==> src/rtl/multicycle_controller.sv <==
// Control FSM for a multicycle MIPS-style datapath. Outputs decode from the
// state register; the only exceptions are pcEn (gated by zero) and the DECODE illegal-opcode pulse.
module multicycle_controller (
    input  logic       clk,
    input  logic       rst,
    input  logic [5:0] opc,
    input  logic       zero,
    output logic       PCWrite,
    output logic       PCWriteCond,
    output logic       pcEn,
    output logic       IorD,
    output logic       MemRead,
    output logic       MemWrite,
    output logic       IRWrite,
    output logic       RegWrite,
    output logic       ALUSrcA,
    output logic [1:0] ALUSrcB,
    output logic [1:0] ALUop,
    output logic [1:0] PCSrc,
    output logic [1:0] MemToReg,
    output logic [1:0] RegDst,
    output logic       instrDone,
    output logic       illegalOp,
    output logic [3:0] o_state
);

    localparam logic [5:0] OP_RTYPE = 6'b000000;
    localparam logic [5:0] OP_LW    = 6'b100011;
    localparam logic [5:0] OP_SW    = 6'b101011;
    localparam logic [5:0] OP_BEQ   = 6'b000100;
    localparam logic [5:0] OP_ADDI  = 6'b001000;
    localparam logic [5:0] OP_J     = 6'b000010;
    localparam logic [5:0] OP_JAL   = 6'b000011;
    localparam logic [5:0] OP_JR    = 6'b000110;
    localparam logic [5:0] OP_SLTI  = 6'b001010;

    localparam logic [3:0] S_IDLE   = 4'd0;
    localparam logic [3:0] S_FETCH  = 4'd1;
    localparam logic [3:0] S_DECODE = 4'd2;
    localparam logic [3:0] S_MEMADR = 4'd3;
    localparam logic [3:0] S_MEMRD  = 4'd4;
    localparam logic [3:0] S_MEMWB  = 4'd5;
    localparam logic [3:0] S_MEMWR  = 4'd6;
    localparam logic [3:0] S_REX    = 4'd7;
    localparam logic [3:0] S_RWB    = 4'd8;
    localparam logic [3:0] S_ADDIEX = 4'd9;
    localparam logic [3:0] S_SLTIEX = 4'd10;
    localparam logic [3:0] S_IWB    = 4'd11;
    localparam logic [3:0] S_BEQ    = 4'd12;
    localparam logic [3:0] S_JMP    = 4'd13;
    localparam logic [3:0] S_JAL    = 4'd14;
    localparam logic [3:0] S_JR     = 4'd15;

    logic [3:0] r_state;
    logic [3:0] w_next_state;
    logic       w_opc_legal;

    always_comb begin
        case (opc)
            OP_RTYPE, OP_LW, OP_SW, OP_BEQ, OP_ADDI,
            OP_J, OP_JAL, OP_JR, OP_SLTI: w_opc_legal = 1'b1;
            default:                      w_opc_legal = 1'b0;
        endcase
    end

    // opc is only looked at in DECODE and MEMADR; every other state ignores it.
    always_comb begin
        w_next_state = S_FETCH;
        case (r_state)
            S_IDLE:   w_next_state = S_FETCH;
            S_FETCH:  w_next_state = S_DECODE;
            S_DECODE: begin
                case (opc)
                    OP_LW, OP_SW: w_next_state = S_MEMADR;
                    OP_RTYPE:     w_next_state = S_REX;
                    OP_ADDI:      w_next_state = S_ADDIEX;
                    OP_SLTI:      w_next_state = S_SLTIEX;
                    OP_BEQ:       w_next_state = S_BEQ;
                    OP_J:         w_next_state = S_JMP;
                    OP_JAL:       w_next_state = S_JAL;
                    OP_JR:        w_next_state = S_JR;
                    default:      w_next_state = S_FETCH;
                endcase
            end
            S_MEMADR: w_next_state = (opc == OP_SW) ? S_MEMWR : S_MEMRD;
            S_MEMRD:  w_next_state = S_MEMWB;
            S_REX:    w_next_state = S_RWB;
            S_ADDIEX: w_next_state = S_IWB;
            S_SLTIEX: w_next_state = S_IWB;
            default:  w_next_state = S_FETCH;
        endcase
    end

    always_ff @(posedge clk or negedge rst) begin
        if (!rst) begin
            r_state <= S_IDLE;
        end else begin
            r_state <= w_next_state;
        end
    end

    always_comb begin
        PCWrite     = 1'b0;
        PCWriteCond = 1'b0;
        IorD        = 1'b0;
        MemRead     = 1'b0;
        MemWrite    = 1'b0;
        IRWrite     = 1'b0;
        RegWrite    = 1'b0;
        ALUSrcA     = 1'b0;
        ALUSrcB     = 2'b00;
        ALUop       = 2'b00;
        PCSrc       = 2'b00;
        MemToReg    = 2'b00;
        RegDst      = 2'b00;
        instrDone   = 1'b0;
        illegalOp   = 1'b0;
        case (r_state)
            S_FETCH: begin
                MemRead = 1'b1;
                IRWrite = 1'b1;
                ALUSrcB = 2'b01;
                PCWrite = 1'b1;
            end
            S_DECODE: begin
                // Branch target is precomputed here so BEQ can finish in one cycle.
                ALUSrcB = 2'b11;
                if (!w_opc_legal) begin
                    illegalOp = 1'b1;
                    instrDone = 1'b1;
                end
            end
            S_MEMADR, S_ADDIEX: begin
                ALUSrcA = 1'b1;
                ALUSrcB = 2'b10;
            end
            S_MEMRD: begin
                IorD    = 1'b1;
                MemRead = 1'b1;
            end
            S_MEMWB: begin
                MemToReg  = 2'b01;
                RegWrite  = 1'b1;
                instrDone = 1'b1;
            end
            S_MEMWR: begin
                IorD      = 1'b1;
                MemWrite  = 1'b1;
                instrDone = 1'b1;
            end
            S_REX: begin
                ALUSrcA = 1'b1;
                ALUop   = 2'b10;
            end
            S_RWB: begin
                RegDst    = 2'b01;
                RegWrite  = 1'b1;
                instrDone = 1'b1;
            end
            S_SLTIEX: begin
                ALUSrcA = 1'b1;
                ALUSrcB = 2'b10;
                ALUop   = 2'b11;
            end
            S_IWB: begin
                RegWrite  = 1'b1;
                instrDone = 1'b1;
            end
            S_BEQ: begin
                ALUSrcA     = 1'b1;
                ALUop       = 2'b01;
                PCWriteCond = 1'b1;
                PCSrc       = 2'b01;
                instrDone   = 1'b1;
            end
            S_JMP: begin
                PCWrite   = 1'b1;
                PCSrc     = 2'b10;
                instrDone = 1'b1;
            end
            S_JAL: begin
                // PC already holds PC+4 from FETCH, which is the link value for r31.
                PCWrite   = 1'b1;
                PCSrc     = 2'b10;
                RegDst    = 2'b10;
                MemToReg  = 2'b10;
                RegWrite  = 1'b1;
                instrDone = 1'b1;
            end
            S_JR: begin
                PCWrite   = 1'b1;
                PCSrc     = 2'b11;
                instrDone = 1'b1;
            end
            default: begin
            end
        endcase
    end

    assign pcEn    = PCWrite | (PCWriteCond & zero);
    assign o_state = r_state;

endmodule
==> config.mk <==
export PLATFORM = sky130hd
export DESIGN_NAME = multicycle_controller
export DESIGN_NICKNAME = d
export VERILOG_FILES = /design/src/rtl/multicycle_controller.sv
export SDC_FILE = /design/constraint.sdc
export NUM_CORES = 1
export LEC_CHECK = 0
export CAP_MARGIN = 10
export CORE_MARGIN = 5
export CORE_UTILIZATION = 41
export DETAILED_ROUTE_END_ITERATION = 10
export PLACE_DENSITY = 0.85
export SETUP_SLACK_MARGIN = 0.05
export SKIP_LAST_GASP = 1
export SYNTH_ARGS = -nofsm -noshare
export SYNTH_HDL_FRONTEND = slang
export SYNTH_SLANG_ARGS = --single-unit
==> constraint.sdc <==
create_clock -name clk -period 3.3 [get_ports clk]
set_clock_uncertainty 0.15 [all_clocks]
set_input_delay 0.33 -clock clk [delete_from_list [all_inputs] [get_ports clk]]
set_output_delay 0.33 -clock clk [all_outputs]
set_load 0.1 [all_outputs]
# --- Yosys cells after proc, flatten, opt, wreduce, memory -nomap -nowiden ---
# Index checks and enable logic that the tools add are counted.
totals:
  output_inout_bits: 25
  elab_cells: 58
  register_bits: 4
  in_bits: 9
classes:
  bitwise: 2
  eq_ne: 23
  reduce_logical: 12
  n_mux: 20
ops:
  columns: ["cell", "count"]
  rows:
  - ["4-bit equality test (second input constant)", 8]
  - ["4-bit case mux with 8 select lines", 1]
  - ["4-bit case mux with 6 select lines", 1]
  - ["2-bit case mux with 3 select lines", 3]
  - ["4-bit by 3-bit equality test with 1-bit output (second input constant)", 4]
  - ["6-bit by 2-bit equality test with 1-bit output (second input constant)", 2]
  - ["6-bit by 3-bit equality test with 1-bit output (second input constant)", 2]
  - ["6-bit by 4-bit equality test with 1-bit output (second input constant)", 2]
  - ["6-bit equality test (second input constant)", 2]
  - ["1-bit 2-to-1 mux", 11]
  - ["2-bit OR reduction", 5]
  - ["9-bit OR reduction", 1]
  - ["4-bit by 2-bit equality test with 1-bit output (second input constant)", 2]
  - ["2-bit case mux with 2 select lines", 2]
  - ["4-bit OR reduction", 2]
  - ["8-bit OR reduction", 1]
  - ["6-bit logical NOT", 1]
  - ["5-bit OR reduction", 1]
  - ["4-bit by 1-bit equality test with 1-bit output (second input constant)", 1]
  - ["3-bit OR reduction", 1]
  - ["2-bit 2-to-1 mux", 1]
  - ["1-bit case mux with 2 select lines", 1]
  - ["1-bit bitwise AND", 1]
  - ["1-bit bitwise OR", 1]

# --- Longest topological paths before layout ---
# Gate-level depths: netlist (run 1).
logic_depth:
  ltp_word: 5
  ltp_mapped: 5
  depth_no_buf: 4

# --- Worst setup path before layout (run 1) ---
# Ideal clock, no wire load.
synth_timing:
  path_type: "flip-flop to output port"
  startpoint: "register r_state[1], in the netlist o_state[1]"
  endpoint: "output port instrDone"
  n_path_buf: 0
  arrival_ns: 4.855
  t_required_ns: 2.820
  slack_ns: -2.035
  stages_incl_launch_ff: 3
  path_cell_list: "dfrtp_1 > nand2b_1 > o311ai_0"
synth_via:
  elab_chain_cells: 3
  word_cells_on_any_way: 11
  cone_classes: "eq/ne (9); mux (1); reduce/logical (1)"
synth_rtl:
  columns: ["item", "line_no", "text"]
  rows:
  - ["from (decl)", "54", "logic [3:0] r_state;"]
  - ["from (signal assigned)", "98", "r_state <= w_next_state;"]
  - ["4-bit equality test / 4-bit by 3-bit equality test with 1-bit output (equally long branches)", "118", "case (r_state)"]
  - ["8-bit OR reduction (no line)", null, null]
  - ["1-bit case mux with 2 select lines (*)", "118", null]
  - ["to (decl)", "22", "output logic instrDone,"]
# Every way passes the cells marked *; elsewhere a longest branch is shown, timed or not.

# --- Worst setup path in the final report (run 1) ---
layout_timing:
  startpoint: "register r_state[1], in the netlist o_state[1]"
  endpoint: "output port RegWrite"
layout_via:
  elab_chain_cells: 3
  word_cells_on_any_way: 6
  cone_classes: "eq/ne (4); mux (1); reduce/logical (1)"
layout_rtl:
  columns: ["item", "line_no", "text"]
  rows:
  - ["4-bit equality test / 4-bit by 3-bit equality test with 1-bit output (equally long branches)", "118", null]
  - ["4-bit OR reduction (no line) (*)", null, null]
  - ["1-bit 2-to-1 mux (*)", "118", null]
  - ["to (decl)", "15", "output logic RegWrite,"]
# Marks and branches as above.

==> results of run 1 <==
## cells in the mapped netlist, drive strengths merged (3+ instances only)
cell / n / area share
xnor2: 4 / 0.056
nand2b: 7 / 0.069
a21oi: 6 / 0.048
nand2: 5 / 0.030
dfrtp: 4 / 0.16
nor2b: 4 / 0.040
nor2: 17 / 0.10
a21o: 3 / 0.036
nor3: 5 / 0.040
o21ai: 6 / 0.048
buf: 6 / 0.052
## cell type report
| cell class | instances | area, µm² |
|---|---|---|
| clock buffers | 3 | 22.5 |
| repair buffers | 33 | 268 |
| multi-input cells | 80 | 543 |
| fillers | 143 | 528 |
| inverters | 2 | 7.51 |
| well taps | 16 | 20.0 |
| flip-flops and latches | 4 | 100 |
## metrics by stage
stage | cells | utilization | hold slack (ns)
2_1_floorplan | 93 | - | -0.116
3_3_place_gp | 135 | 0.630 | 0.386
3_5_place_dp | 135 | 0.630 | 0.392
4_1_cts | 138 | 0.645 | 0.137
5_1_grt | 138 | 0.645 | 0.132
6_report | 138 | 0.645 | 0.139
## metal layers
layer  share of wire  track usage  wire [µm]
met1            0.43        0.192        775
met2            0.52        0.249        941
met3           0.047       0.0306         85
met4          0.0093       0.0628         17
met5               0            0          0
## worst paths after layout
check,start,endpoint,slack [ns],depth (start not counted)
max reg2reg,o_state[1]$_DFF_PN0_,o_state[3]$_DFF_PN0_,1.53,2
max,o_state[1]$_DFF_PN0_,RegWrite,0.87,5
min,rst,o_state[3]$_DFF_PN0_,0.14,1
min in group clk,o_state[2]$_DFF_PN0_,o_state[3]$_DFF_PN0_,0.62,1
max in group asynchronous,rst,o_state[1]$_DFF_PN0_,2.70,1
min reg2reg,o_state[2]$_DFF_PN0_,o_state[3]$_DFF_PN0_,0.62,1
## cell families after synthesis
group | after synthesis | share of synthesized area
compound gates | 25 | 0.284
simple gates | 49 | 0.399
buf+inv | 9 | 0.0694
xor+xnor | 4 | 0.0555
flops | 4 | 0.159
mux | 2 | 0.0337
## worst reg2reg max path: stages, from the launching register on
cell      delay, ns
dfrtp_1        0.66
clkinv_1       0.37
o41ai_1        0.46
==> results.ini, run 1 <==
[sta]
finalMaxSlewViolations=0
worst_slew_pin_slew_ns=0.708
tns_ns=0
grt_setup_unrepaired=false
period_needed_ns=2.43
finalHoldViolCount=0
worst_slack_ns=0.873
setup_viol=0
fin_crit_sh=0.736
relSlewSlack=0.528
fmax_mhz=412

[detailed_routing]
vias=775
drc=0
drt-initial-drc-count=11
ant_nets=0
dr.pass1.iters=4
vias_per_cell=5.62
wirelength_um=1820
wl_per_cell_um=13.2

[floorplan]
initial_utilization=0.424
std_cell_rows=14
pin_count=34
core_region_area_um2=1490
die_w_um=49.2
die_area_um2=2420
die_h_um=49.2

[critical_path]
max_stage_delay_ns=0.66
cp_max_fo=16
slowest_stage=dfrtp_1
endpoint_kind=output port
cp.required_ns=2.82
worst_setup_path_start_kind=register
worst-path-buf-inv=2
cp_top_family=buffers and inverters
critPathKind=reg -> out
arrival_ns=1.95
crit_chain=clkinv_1 > nor2_1 > o21ai_0 > o21ai_2 > buf_4

[grt]
antenna_found_initial=0
grt_overflow=0
grt_pass1_vias=670
track_usage=0.153
grt_pass1_wl_um=3110
grt_max_degree=24

[placed_design]
placed_area_um2=938
dp_hpwl_um=1410
dp_slack_ns=0.893
place.gp.congestion=0.748
port_buffers=33

[cells_and_area]
final_area_um2=961
syn_to_final_growth_pct=52.4
antenna_cells=0
final_common_cell=buf_4
drive_gt1_frac=0.369
largest_reg_flops=4
mostFrequentLayoutCells=buf_4 (25), nor2_1 (14), clkdlybuf4s50_1 (8)
nNetsFinal=133

[logic_synthesis]
synth-edff-count=0
ys.flop_type=dfrtp_1
netlist_area_um2=631
ys_types=35
ys_seq_area_frac=0.159
ys_warn_count=0
synthCells=93
ys_async_sr_fraction=1.00
ys_ff_latch=4
syn_nets=102
syn_area_per_cell_um2=6.78

[clock_tree]
cts_root_buf=clkbuf_4
hold_buffers=0
clk_pin_slew_ns=0.04
cts_setup_buffers=0
h-tree-depth=1
cts_made_buffers=3
tritoncts=built
ctsResizeCount=0
clk_latency_ns=0.24
clock_sinks=4
clockBufferDepth=2

[status]
outcome=completed

[worst_hold_path]
hold_path_class=in -> async

[job]
maxCapViolations=0

Power of run 1 is left out: the tool's default activity adds up to more than one toggle a clock period on the data nets, which glitch-free logic cannot reach.
==> inputs of run 2 (changes only) <==
CORE_UTILIZATION = 34   (was 41)
PLACE_DENSITY = 0.75   (was 0.85)
clock period = 2.15 ns   (was 3.3 ns; I/O delays follow)
==> results.ini, run 2 (synthesized netlist as in run 1, its figures left out) <==
[status]
outcome=finished with violations  ; was completed
violations=setup timing

[floorplan]
die_area_um2=2820  ; was 2420 µm²
die_w_um=53.1  ; was 49.2 µm
core_region_area_um2=1750  ; was 1490 µm²
die_h_um=53.1  ; was 49.2 µm
initial_utilization=0.361  ; was 0.424
pin_count=34  ; unchanged
std_cell_rows=15  ; was 14

[placed_design]
place.gp.congestion=0.787  ; was 0.748
place_inst=153  ; was 135
placed_area_um2=1470  ; was 938 µm²
dp_slack_ns=0.0436  ; was 0.893 ns
port_buffers=33  ; unchanged
dp_hpwl_um=1860  ; was 1410 µm

[sta]
worst_slack_ns=-0.0423  ; was 0.873 ns
finalHoldViolCount=0  ; unchanged
finalMaxSlewViolations=0  ; unchanged
setup_viol=1  ; was 0
period_needed_ns=2.19
worst_slew_pin_slew_ns=0.502  ; was 0.708 ns
fmax_mhz=456
relSlewSlack=0.657  ; was 0.528
fin_crit_sh=1.02

[cells_and_area]
fin_cells=168  ; was 138
nNetsFinal=154  ; was 133
drive_gt1_frac=0.601  ; was 0.369
final_common_cell=buf_4  ; unchanged
syn_to_final_growth_pct=152  ; was 52.4%
mostFrequentLayoutCells=buf_4 (24), buf_12 (22), clkdlybuf4s50_1 (8)  ; was buf_4 (25), nor2_1 (14), clkdlybuf4s50_1 (8)
final_area_um2=1590  ; was 961 µm²
fin_util=0.912  ; was 0.645
largest_reg_flops=4  ; unchanged
antenna_cells=0  ; unchanged
fillers=76  ; was 143

[detailed_routing]
vias_per_cell=6.07  ; was 5.62
drt-initial-drc-count=61  ; was 11
ant_nets=0  ; unchanged
drc=0  ; unchanged
wirelength_um=3450  ; was 1820 µm
wl_per_cell_um=20.5  ; was 13.2 µm
vias=1020  ; was 775
dr.pass1.iters=4  ; unchanged

[clock_tree]
h-tree-depth=1  ; unchanged
clk_pin_slew_ns=0.04  ; about the same
cts_root_buf=clkbuf_4  ; unchanged
clk_latency_ns=0.24  ; about the same
clockBufferDepth=2  ; unchanged
tritoncts=built  ; unchanged
cts_made_buffers=3  ; unchanged
clock_sinks=4  ; unchanged
hold_buffers=0  ; unchanged

[critical_path]
critPathKind=reg -> out  ; unchanged
arrival_ns=1.83  ; was 1.95 ns
r2r_slack_ns=0.36  ; was 1.53 ns
endpoint_kind=output port  ; unchanged
worst_setup_path_start_kind=register  ; unchanged
cp_max_fo=11  ; was 16
cp.required_ns=1.78  ; was 2.82 ns

[grt]
grt_pass1_wl_um=4120  ; was 3110 µm
track_usage=0.205  ; was 0.153
grt_pass1_vias=905  ; was 670
grt_overflow=0  ; unchanged
grt_max_degree=19  ; was 24
antenna_found_initial=0  ; unchanged

[worst_hold_path]
hold_path_class=in -> async  ; unchanged

[job]
maxCapViolations=0  ; unchanged

## run 2: final cells by class
cell class                      instances  area, µm²  share of cell area
Timing Repair Buffer                   54        701               0.440
Inverter                                2       11.3             0.00708
Multi-Input combinational cell         80        711               0.447
Tap cell                               25       31.3              0.0197
Sequential cell                         4        115              0.0723
Clock buffer                            3       22.5              0.0142
## run 2: worst paths after layout
| kind | startpoint | to | cells after the start |
|---|---|---|---|
| min | rst | o_state[0]$_DFF_PN0_ | 1 |
| max reg2reg | o_state[2]$_DFF_PN0_ | o_state[1]$_DFF_PN0_ | 5 |
| max | o_state[0]$_DFF_PN0_ | instrDone | 5 |
| min in group clk | o_state[3]$_DFF_PN0_ | o_state[2]$_DFF_PN0_ | 2 |
| min reg2reg | o_state[3]$_DFF_PN0_ | o_state[2]$_DFF_PN0_ | 2 |
| max in group asynchronous | rst | o_state[1]$_DFF_PN0_ | 1 |
## run 2: timing repair
action / CTS / global route
setup buffers: 5 / 7
gates resized for setup: 4 / 3
cloned: 0 / 0
setup endpoints to repair: 4 / 3
pin swaps: 0 / 2
## run 2: through the flow
stage,setup TNS [ns],hold WS (ns)
3_3_place_gp,0,0.270
5_1_grt,-0.0570,0.0537
6_report,-0.0423,0.0356
2_1_floorplan,-2.17,-0.231
3_5_place_dp,0,0.290
4_1_cts,0,0.0261
## run 2: worst max-delay path, stage by stage, from the launching register on
cell	delay (ns)
dfrtp_4	0.55
buf_4	0.21
and2_1	0.15
o21ai_1	0.28
o311ai_4	0.18
buf_12	0.20
## run 2: routing by layer
layer,GRT usage,wire length (µm),vias up
li1,-,-,436
met1,0.207,1150,468
met2,0.378,1760,91
met3,0.0366,337,25
met4,0.132,197,0
met5,0,0,-
Power of run 2 is left out for the same reason.
